[src/rtl/mem_access_unit.sv]
// mem_access_unit: single-outstanding load/store bridge between a multi-cycle
// controller and a word-wide memory port. One request is accepted at a time.
// The unit checks it for legality, drives a word-aligned memory access with
// byte strobes, and returns either extended load data or an error. An error
// covers a misaligned access, an illegal funct3, or a timeout.
//
// Ports
//   clk, reset          rising-edge clock, asynchronous active-high reset
//   req_valid/req_ready request handshake (accepted when both high)
//   req_we/req_addr/req_wdata/req_funct3  access attributes (RV32I funct3)
//   busy                high while a transaction is in flight
//   rsp_valid/rsp_err   one-cycle completion pulse and its error flag
//   rsp_rdata           last completed load value (0 after an error)
//   mem_req/mem_we/mem_addr/mem_wdata/mem_wstrb  memory request, held in REQ
//   mem_ack/mem_rdata   memory completion and read word
module mem_access_unit #(
  parameter int unsigned TIMEOUT = 255
) (
  input  logic        clk,
  input  logic        reset,
  input  logic        req_valid,
  input  logic        req_we,
  input  logic [31:0] req_addr,
  input  logic [31:0] req_wdata,
  input  logic [2:0]  req_funct3,
  output logic        req_ready,
  output logic        busy,
  output logic        rsp_valid,
  output logic [31:0] rsp_rdata,
  output logic        rsp_err,
  output logic        mem_req,
  output logic        mem_we,
  output logic [31:0] mem_addr,
  output logic [31:0] mem_wdata,
  output logic [3:0]  mem_wstrb,
  input  logic        mem_ack,
  input  logic [31:0] mem_rdata
);

  // Counter only needs to hold 0..TIMEOUT-1; the last REQ cycle is TIMEOUT-1.
  localparam int unsigned CW = (TIMEOUT < 2) ? 1 : $clog2(TIMEOUT);
  localparam logic [CW-1:0] CNT_LAST = CW'(TIMEOUT - 1);

  typedef enum logic [1:0] {
    IDLE = 2'b00,
    REQ  = 2'b01,
    RESP = 2'b10
  } state_t;

  state_t state, state_n;

  logic [CW-1:0] cnt;
  logic          txn_we;
  logic [2:0]    txn_funct3;
  logic [1:0]    txn_off;

  logic accept_c, legal_c, ack_c, expire_c;

  // Legal funct3 for the direction, and natural alignment for the size.
  function automatic logic is_legal(input logic we, input logic [2:0] f3,
                                    input logic [1:0] off);
    logic ok_f3;
    logic aligned;
    ok_f3   = 1'b0;
    aligned = 1'b1;
    if (we) ok_f3 = (f3 == 3'b000) || (f3 == 3'b001) || (f3 == 3'b010);
    else    ok_f3 = (f3 == 3'b000) || (f3 == 3'b001) || (f3 == 3'b010) ||
                    (f3 == 3'b100) || (f3 == 3'b101);
    case (f3[1:0])
      2'b01:   aligned = ~off[0];
      2'b10:   aligned = (off == 2'b00);
      default: aligned = 1'b1;
    endcase
    return ok_f3 & aligned;
  endfunction

  // Pick the addressed byte/halfword lane and extend it.
  function automatic logic [31:0] load_extract(input logic [31:0] word,
                                               input logic [2:0]  f3,
                                               input logic [1:0]  off);
    logic [7:0]  b;
    logic [15:0] h;
    logic [31:0] r;
    case (off)
      2'd0:    b = word[7:0];
      2'd1:    b = word[15:8];
      2'd2:    b = word[23:16];
      default: b = word[31:24];
    endcase
    h = off[1] ? word[31:16] : word[15:0];
    case (f3)
      3'b000:  r = {{24{b[7]}}, b};
      3'b001:  r = {{16{h[15]}}, h};
      3'b100:  r = {24'd0, b};
      3'b101:  r = {16'd0, h};
      default: r = word;
    endcase
    return r;
  endfunction

  function automatic logic [3:0] store_strobe(input logic [2:0] f3,
                                              input logic [1:0] off);
    logic [3:0] s;
    case (f3[1:0])
      2'b00:   s = 4'b0001 << off;
      2'b01:   s = 4'b0011 << off;
      default: s = 4'b1111;
    endcase
    return s;
  endfunction

  // Replicate narrow store data across all lanes so the strobe selects it.
  function automatic logic [31:0] store_data(input logic [2:0]  f3,
                                             input logic [31:0] wdata);
    logic [31:0] d;
    case (f3[1:0])
      2'b00:   d = {4{wdata[7:0]}};
      2'b01:   d = {2{wdata[15:0]}};
      default: d = wdata;
    endcase
    return d;
  endfunction

  assign accept_c = req_valid & (state == IDLE);
  assign legal_c  = is_legal(req_we, req_funct3, req_addr[1:0]);
  assign ack_c    = (state == REQ) & mem_ack;
  assign expire_c = (state == REQ) & ~mem_ack & (cnt == CNT_LAST);

  // State register.
  always_ff @(posedge clk or posedge reset) begin
    if (reset) state <= IDLE;
    else       state <= state_n;
  end

  // Next-state logic.
  always_comb begin
    state_n = state;
    case (state)
      IDLE:    if (accept_c) state_n = legal_c ? REQ : RESP;
      REQ:     if (ack_c || expire_c) state_n = RESP;
      RESP:    state_n = IDLE;
      default: state_n = IDLE;
    endcase
  end

  // Registered outputs, transaction capture and timeout counter.
  always_ff @(posedge clk or posedge reset) begin
    if (reset) begin
      req_ready  <= 1'b1;
      busy       <= 1'b0;
      rsp_valid  <= 1'b0;
      rsp_err    <= 1'b0;
      rsp_rdata  <= '0;
      mem_req    <= 1'b0;
      mem_we     <= 1'b0;
      mem_addr   <= '0;
      mem_wdata  <= '0;
      mem_wstrb  <= '0;
      cnt        <= '0;
      txn_we     <= 1'b0;
      txn_funct3 <= '0;
      txn_off    <= '0;
    end else begin
      req_ready <= (state_n == IDLE);
      busy      <= (state_n != IDLE);
      rsp_valid <= (state_n == RESP);
      rsp_err   <= 1'b0;

      if (accept_c) begin
        txn_we     <= req_we;
        txn_funct3 <= req_funct3;
        txn_off    <= req_addr[1:0];
        cnt        <= '0;
        if (legal_c) begin
          mem_req   <= 1'b1;
          mem_we    <= req_we;
          mem_addr  <= {req_addr[31:2], 2'b00};
          mem_wdata <= req_we ? store_data(req_funct3, req_wdata) : 32'd0;
          mem_wstrb <= req_we ? store_strobe(req_funct3, req_addr[1:0]) : 4'b0000;
        end else begin
          rsp_err   <= 1'b1;
          rsp_rdata <= '0;
        end
      end

      if (ack_c) begin
        mem_req   <= 1'b0;
        mem_we    <= 1'b0;
        mem_wstrb <= 4'b0000;
        if (!txn_we) rsp_rdata <= load_extract(mem_rdata, txn_funct3, txn_off);
      end else if (expire_c) begin
        mem_req   <= 1'b0;
        mem_we    <= 1'b0;
        mem_wstrb <= 4'b0000;
        rsp_err   <= 1'b1;
        rsp_rdata <= '0;
      end else if (state == REQ) begin
        cnt <= cnt + CW'(1);
      end
    end
  end

endmodule

[config.mk]
export PLATFORM = sky130hd
export DESIGN_NAME = mem_access_unit
export DESIGN_NICKNAME = d
export VERILOG_FILES = /design/src/rtl/mem_access_unit.sv
export SDC_FILE = /design/constraint.sdc
export NUM_CORES = 1
export LEC_CHECK = 0
export ABC_AREA = 1
export BUFFER_PORTS_ARGS = -buffer_cell sky130_fd_sc_hd__buf_4
export CAP_MARGIN = 10
export CORE_ASPECT_RATIO = 1.25
export CORE_MARGIN = 1
export CORE_UTILIZATION = 46
export DETAILED_ROUTE_END_ITERATION = 7
export PLACE_DENSITY = 0.77
export SYNTH_ARGS = -nofsm -noshare
export SYNTH_HDL_FRONTEND = slang
export SYNTH_SLANG_ARGS = --single-unit
[constraint.sdc]
create_clock -name clk -period 3.5 [get_ports clk]
set_input_delay 0.35 -clock clk [delete_from_list [all_inputs] [get_ports clk]]
set_output_delay 0.35 -clock clk [all_outputs]
set_load 0.05 [all_outputs]
==> results.cfg <==
[floorplanning]
boundaryPins = 210
die_y_um = 131
rows = 46
dieArea_um2 = 13800
start_util = 0.477
die_w_um = 105
core_um2 = 12800

[sta]
finalMaxSlewViolations = 0
rsz0062_at_grt = false
tns_ns = 0
period_share = 0.681
final_hold_viol_count = 0
slew_headroom = 0.291
period_needed_ns = 2.38
finClkSkew_ns = 0.00946
setup_violations = 0
max_freq_ghz = 0.420
worst_pin_slew_ns = 1.06

[clocking]
clock_latency_ns = 0.40
cts_tree = built
cts.clk_slew.worst_paths_ns = 0.05
cts_htree_levels = 4
hold_buffers = 0
cts_sinks = 120
numCtsBuffers = 17
cts_root_buf = clkbuf_16
cts_resized = 0
clk_path_buf_depth = 2
cts_setup_buffers = 0

[logic_synthesis]
synth_seq_cells = 120
synth.area.top_cells = dfrtp_1 49%, nand2_1 20%, nand3_1 7.0%
ys_seq_area_frac = 0.491
yosysWarningCount = 0
synth_top_area_frac = 0.486
synth.avg_cell_area_um2 = 7.62
yosys.area.top_type = dfrtp_1
synth_area_um2 = 6120
synth.distinct_cells = 30
synth_cells = 804

[setup_path]
start_kind = register
cp_data_arrival_time_ns = 2.72
criticalPathCategory = register to register
cp_max_fo = 24
crit_path_end_kind = register
critPathRequiredTime_ns = 3.83

[final_layout]
finish.utilization = 0.650
syn_to_final_growth_pct = 36.2
drive_gt1_frac = 0.264
fillers = 1112
antenna_cells = 0
final_cell_mix = 324 x nand2_1, 214 x buf_4, 119 x dfrtp_1
mostFrequentLayoutCell = nand2_1
final_cell_area_um2 = 8340
fin_nets = 1097
instances_no_fill = 1169

[drt]
viasPerCell = 5.21
dr_wl_met3_um = 1130
wl_met2_um = 8540
routedWlPerCell_um = 14.7
drc_errors = 0
drtIter0Drc = 370
m1WireLength_um = 7120
dr.pass1.iters = 5
vias = 6092
wl_um = 17200
drtAntennaViolNets = 0
highest_layer = met4

[placed_design]
placed_cells = 1137
dp_hpwl_um = 11800
post_dp_cell_area_um2 = 7720
place_congestion = 0.862
io_buffer_count = 207

[grt]
antenna_found_initial = 0
gr-total-overflow = 0
grt.total_usage = 0.250
grt_max_degree = 121
grt_first_pass_wirelength_um = 27000
grt_pass1_vias = 5347

[power_and_ir_drop]
leakage_uw = 0.00452
p_per_area_nw_per_um2 = 827
vdd_ir_drop_max_v = 0.000569
finalPower_uw = 6900

[min_path]
worst_hold_path_type = input pin to async pin

[flow_run]
max_cap_violations = 0

[run_status]
status = finished, final reports clean
state kept, by name, summed over array words and instances (netlist names):
signal	cells
cnt	8
mem_we	1
rsp_rdata	32
mem_addr	30
mem_wstrb	4
req_ready	1
mem_wdata	32
state	2
mem_req	1
txn_off	2
txn_we	1
rsp_valid	1
txn_funct3	3
rsp_err	1
busy	1
area by class of cell:
type	instances	area (um^2)	area share
sequential	120	3000	0.360
clock inverter	11	145	0.0174
inverter	49	188	0.0225
tap	168	210	0.0252
timing repair buffer	216	1650	0.197
clock buffer	21	480	0.0576
multi-input combinational	584	2670	0.320
cells by family after synthesis:
kind of cell | Yosys count | share of synthesized area
simple gates | 443 | 0.297
compound gates | 125 | 0.113
flops | 120 | 0.491
buf+inv | 101 | 0.0742
mux | 8 | 0.0131
fa+ha+maj | 5 | 0.0102
other cells | 1 | 0.000612
xor+xnor | 1 | 0.00143
stage by stage:
stage          hold slack, ns  worst slack, ns
3_3_place_gp            0.456             1.01
5_1_grt                 0.130            0.918
6_report                0.124             1.12
4_1_cts                 0.129             1.16
2_1_floorplan           0.453             1.68
3_5_place_dp            0.461            0.976
cells in the mapped netlist (all sizes together):
cell / instances
nand2: 326
dfrtp: 119
nand3: 87
o21ai: 61
inv: 49
buf: 38
a21oi: 37
nor2: 24
o211ai: 20
clkbuf: 14
mux2i: 8
o22ai: 6
ha: 5
nand4: 4
nor3: 2
conb: 1
dfstp: 1
o21a: 1
xor2: 1
worst max-delay path: stages (launching register included):
cell and delay (ns):
dfrtp_1 0.66, inv_2 0.33, nand2_1 0.11, nor2_1 0.13, nand4_2 0.50, a21oi_1 0.42
nand2_1 0.08, nand2_1 0.07
power by group:
part | internal, uW | total, uW | switching (uW) | leakage (uW)
Clock | 1190 | 1830 | 641 | 0.000301
Sequential | 1770 | 2040 | 269 | 0.00157
Combinational | 879 | 3020 | 2140 | 0.00265
final timing paths:
path / cells after the start / slack, ns / startpoint / endpoint
hold reg to reg: 2 / 0.47 / mem_addr[6] / mem_addr[6]
setup / recovery: 7 / 1.12 / txn_funct3[1] / rsp_rdata[15]
setup reg to reg: 7 / 1.12 / txn_funct3[1] / rsp_rdata[15]
max in group asynchronous: 3 / 2.89 / reset / mem_wstrb[2]
hold / removal: 3 / 0.12 / reset / mem_wdata[10]
min in group clk: 3 / 0.14 / req_addr[26] / mem_addr[26]
layer usage:
layer	global-route usage	vias up
met2	0.410	259
met5	0	-
li1	-	2961
met1	0.320	2848
met4	0.117	0
met3	0.0521	24
(Power assumes the default switching activity.)
